`src/rtl/univ_shift_reg.sv`:
```
// -----------------------------------------------------------------------------
// univ_shift_reg
//   Parametrised universal datapath register. It can hold, parallel-load,
//   shift or rotate in either direction, increment and decrement. It has
//   serial in/out, a carry/borrow flag and a zero flag.
//
// Parameters
//   WIDTH      register width in bits (>= 2)
//   RESET_VAL  value of q after async reset or synchronous clear
//
// Ports
//   clk      rising-edge clock
//   reset_n  asynchronous active-low reset (q=RESET_VAL, sout=0, co=0)
//   clr_n    synchronous active-low clear, same effect as reset; beats en_n
//   en_n     active-low enable; high holds q, sout and co
//   mode     operation select (see mode_e)
//   d        parallel load data
//   sin_l    serial bit entering the LSB on shift-left
//   sin_r    serial bit entering the MSB on shift-right
//   q        registered data output
//   sout     registered; last bit shifted or rotated out
//   co       registered; carry (inc) or borrow (dec) of the last count
//   zero     combinational; high when q is all zeros
// -----------------------------------------------------------------------------
module univ_shift_reg #(
  parameter int               WIDTH     = 8,
  parameter logic [WIDTH-1:0] RESET_VAL = '0
) (
  input  logic             clk,
  input  logic             reset_n,
  input  logic             clr_n,
  input  logic             en_n,
  input  logic [2:0]       mode,
  input  logic [WIDTH-1:0] d,
  input  logic             sin_l,
  input  logic             sin_r,
  output logic [WIDTH-1:0] q,
  output logic             sout,
  output logic             co,
  output logic             zero
);

  typedef enum logic [2:0] {
    MODE_HOLD = 3'b000,
    MODE_LOAD = 3'b001,
    MODE_SHL  = 3'b010,
    MODE_SHR  = 3'b011,
    MODE_ROTL = 3'b100,
    MODE_ROTR = 3'b101,
    MODE_INC  = 3'b110,
    MODE_DEC  = 3'b111
  } mode_e;

  logic [WIDTH-1:0] r_q;
  logic             r_sout;
  logic             r_co;

  mode_e            w_mode;
  logic             w_all_ones;
  logic             w_all_zero;

  assign w_mode     = mode_e'(mode);
  assign w_all_ones = &r_q;
  assign w_all_zero = ~|r_q;

  // NOTE: state registers use non-blocking assignments so that every branch
  // reads the pre-edge value of r_q. For example, sout takes the old MSB while
  // q shifts.
  always_ff @(posedge clk or negedge reset_n) begin
    if (!reset_n) begin
      r_q    <= RESET_VAL;
      r_sout <= 1'b0;
      r_co   <= 1'b0;
    end else if (!clr_n) begin
      r_q    <= RESET_VAL;
      r_sout <= 1'b0;
      r_co   <= 1'b0;
    end else if (!en_n) begin
      // Flags are only touched by their own mode group and hold otherwise.
      case (w_mode)
        MODE_HOLD: ;
        MODE_LOAD: r_q <= d;
        MODE_SHL: begin
          r_q    <= {r_q[WIDTH-2:0], sin_l};
          r_sout <= r_q[WIDTH-1];
        end
        MODE_SHR: begin
          r_q    <= {sin_r, r_q[WIDTH-1:1]};
          r_sout <= r_q[0];
        end
        MODE_ROTL: begin
          r_q    <= {r_q[WIDTH-2:0], r_q[WIDTH-1]};
          r_sout <= r_q[WIDTH-1];
        end
        MODE_ROTR: begin
          r_q    <= {r_q[0], r_q[WIDTH-1:1]};
          r_sout <= r_q[0];
        end
        MODE_INC: begin
          r_q  <= r_q + 1'b1;
          r_co <= w_all_ones;  // wrap from all-ones to zero
        end
        MODE_DEC: begin
          r_q  <= r_q - 1'b1;
          r_co <= w_all_zero;  // wrap from zero to all-ones
        end
        default: ;
      endcase
    end
  end

  assign q    = r_q;
  assign sout = r_sout;
  assign co   = r_co;
  assign zero = w_all_zero;

endmodule

```
`config.mk`:
```
export PLATFORM = sky130hd
export DESIGN_NAME = univ_shift_reg
export DESIGN_NICKNAME = d
export VERILOG_FILES = /design/src/rtl/univ_shift_reg.sv
export SDC_FILE = /design/constraint.sdc
export NUM_CORES = 1
export LEC_CHECK = 0
export ABC_AREA = 0
export BUFFER_PORTS_ARGS = -buffer_cell sky130_fd_sc_hd__buf_4
export CORE_MARGIN = 2
export CORE_UTILIZATION = 45
export CTS_BUF_LIST = sky130_fd_sc_hd__clkbuf_8 sky130_fd_sc_hd__clkbuf_16
export CTS_CLUSTER_DIAMETER = 150
export DETAILED_ROUTE_END_ITERATION = 10
export PLACE_DENSITY = 0.72
export SYNTH_ARGS = -nofsm -noshare
export SYNTH_HDL_FRONTEND = slang
export SYNTH_SLANG_ARGS = --single-unit
```
`constraint.sdc`:
```
create_clock -name clk -period 2 [get_ports clk]
set_input_delay 0.3 -clock clk [delete_from_list [all_inputs] [get_ports clk]]
set_output_delay 0.3 -clock clk [all_outputs]
set_load 0.005 [all_outputs]
```
==> out/qor.csv <==
stage,metric,value,unit
critical_path,crit_family,simple AND/OR/NAND/NOR gates,
final_layout,nNetsFinal,194,
detailed_routing,routedWlPerCell,16.6,um
global_route,grt_pass1_vias,1187,
detailed_routing,drt_iter0_drc,32,
final_layout,final_common_cell,buf_4,
timing,finalCritPeriodShare,1.04,
clock_network,root_buffer,clkbuf_8,
clock_network,cts_tree,done,
status,outcome,"complete, but fails checks",
synthesis,synth_area,0.00117,mm2
synthesis,synth_flop_cell,dfrtp_1,
floorplan,io_pins,28,
final_layout,most-common-layout-cells,"buf_4 (40), nand2_1 (9), nor3_1 (9), mux2i_1 (9), dfrtp_1 (9)",
min_path,hold_path.class,in2reg,
critical_path,cpPeakStageDelay,0.54,ns
floorplan,start_util,0.474,
timing,rsz0062_at_grt,true,
synthesis,async_flop_share,1.00,
clock_network,clockBufferDepth,2,
final_layout,antenna_cells,0,
place,port_buffers,27,
place,gp_congestion,0.942,
floorplan,core,0.00248,mm2
final_layout,drive_gt1_frac,0.320,
detailed_routing,wl,3350,um
timing,setup_ws,-0.0844,ns
critical_path,cp_slowest_cell,or4_4,
clock_network,cts.sinks,10,
timing,fin_setup_tns,-0.0844,ns
detailed_routing,first_pass_iters,4,
global_route,grt_overflow_total,0,
floorplan,die_y,55.1,um
timing,slew_headroom,0.704,
critical_path,path_buf_inv,1,
critical_path,endpoint_kind,primary output,
critical_path,crit_top_cell,or4_4,
final_layout,syn_to_final_growth,26.0,%
synthesis,synth_area_per_cell,8.38,um2
global_route,grt.total_usage,0.254,
global_route,grt_max_degree,13,
synthesis,syn_nets,160,
timing,worst_pin_slew,0.440,ns
floorplan,fp.dieW,55.1,um
detailed_routing,ant_nets,0,
floorplan,rows,18,
synthesis,yosysUniqueCellTypes,50,
clock_network,cts_buffers,3,
synthesis,seq_area_frac_synth,0.213,
synthesis,synthCells,140,
timing,period_needed,2.08,ns
final_layout,fillers,227,
floorplan,fp.dieArea,0.00303,mm2
clock_network,clock_latency,0.24,ns
power_and_ir_drop,p_leak,0.649,nW
timing,max_freq,0.480,GHz
final_layout,layout.cell_area.non_filler,0.00148,mm2
timing,finClkSkew,0.00266,ns
global_route,antenna_found_initial,0,
timing,finalSetupViolations,1,
run,drv_cap,0,
critical_path,cp_data_required_time,1.70,ns
detailed_routing,via_per_inst,6.26,
critical_path,path_cells,or4_4 -> or4_4 -> nor2_2 -> buf_4,
detailed_routing,remaining_drc_errors,0,
critical_path,start_kind,register,
detailed_routing,vias,1264,
synthesis,synth_edf_count,0,
power_and_ir_drop,power_density,461,mW/mm2
critical_path,critPathKind,reg2out,
synthesis,ys_warn_count,0,
power_and_ir_drop,power,0.000682,W
clock_network,cts.clk_slew.worst_paths,0.05,ns
synthesis,synth_seq_cells,10,
timing,drv_slew,0,
timing,hold_ws,0.315,ns
place,dpl_cell_area,0.00141,mm2
status,violations,negative setup slack,
critical_path,critPathMaxFanout,2,
critical_path,cp.arrival,1.78,ns
power_and_ir_drop,peakVddDrop,0.000273,V
clock_network,htreeDepth,1,
global_route,grt_first_pass_wirelength,5440,um
timing,timing.final.hold_violations,0,
place,hpwl,2570,um
[cells by family after synthesis]
logic type,Yosys count,synth area share
simple gates,66,0.346
fa+ha+maj,3,0.0320
xor+xnor,2,0.0213
mux,9,0.0768
buf+inv,18,0.109
compound gates,32,0.202
flops,10,0.213
[what timing repair did]
| item | CTS | global route |
|---|---|---|
| setup buffers | 1 | 0 |
| hold buffers | 1 | 0 |
| pin swaps | 2 | 0 |
| gates resized for setup | 0 | 2 |
| endpoints found under the hold margin | 10 | 0 |
| setup endpoints to repair | 1 | 3 |
[sequential cells by signal, summed over array words and instances, names as in the netlist]
name and cells:
q 8, sout 1, co 1
[layer usage]
layer,global-route usage,share of wire,wire (um)
met5,0,0,0
met2,0.391,0.48,1620
met4,0.183,0.028,93
met3,0.0349,0.061,203
met1,0.323,0.43,1430
[synthesized netlist by cell type (4+ instances only)]
cell / n / area (um2)
clkbuf_1: 4 / 15.0
clkbuf_8: 5 / 68.8
dfrtp_1: 10 / 250
inv_1: 6 / 22.5
mux2i_1: 9 / 90.1
nand2_1: 9 / 33.8
nand2b_1: 4 / 25.0
nand3_1: 6 / 30.0
nand3b_1: 4 / 30.0
nor2_1: 6 / 22.5
nor2b_1: 6 / 37.5
nor3_1: 9 / 45.0
nor3b_1: 4 / 30.0
nor4_1: 5 / 31.3
o21ai_0: 6 / 30.0
[power by group]
group / switching (W) / internal, W / total (W)
sequential: 0.0000156 / 0.000213 / 0.000229
clock: 0.0000831 / 0.000132 / 0.000215
combinational: 0.000115 / 0.000123 / 0.000238
total: 0.000214 / 0.000469 / 0.000682
[per-stage QoR]
step | util | worst slack, ns | std cells
floorplan | - | 0.0651 | 140
global placement | 0.570 | 0.0834 | 197
detailed placement | 0.570 | 0.0813 | 197
CTS | 0.594 | -0.0849 | 202
global route | 0.597 | -0.142 | 202
finish | 0.597 | -0.0844 | 202
[path summary, 6_finish.rpt]
kind | depth (start not counted) | to | startpoint | slack [ns]
max | 4 | zero | q[2] | -0.08
max reg2reg | 5 | q[7] | q[2] | 0.05
min in group asynchronous | 2 | q[2] | reset_n | 0.43
min reg2reg | 2 | sout | sout | 0.56
max in group asynchronous | 2 | q[1] | reset_n | 1.41
min | 3 | sout | clr_n | 0.32
[cell type report]
type                       count  area, um2  area share
clock buffer                   3       41.3      0.0279
inverter                       6       22.5      0.0152
multi-input combinational    112        816       0.552
sequential                    10        251       0.170
tap                           30       37.5      0.0254
timing repair buffer          41        310       0.210
[worst reg2reg max path, stage by stage, from the launching register on]
cell	delay, ns
dfrtp_1	0.38
or4_4	0.54
buf_4	0.16
or4_1	0.44
a31oi_1	0.19
o211ai_1	0.10
Power figures use the tool's default switching activity.
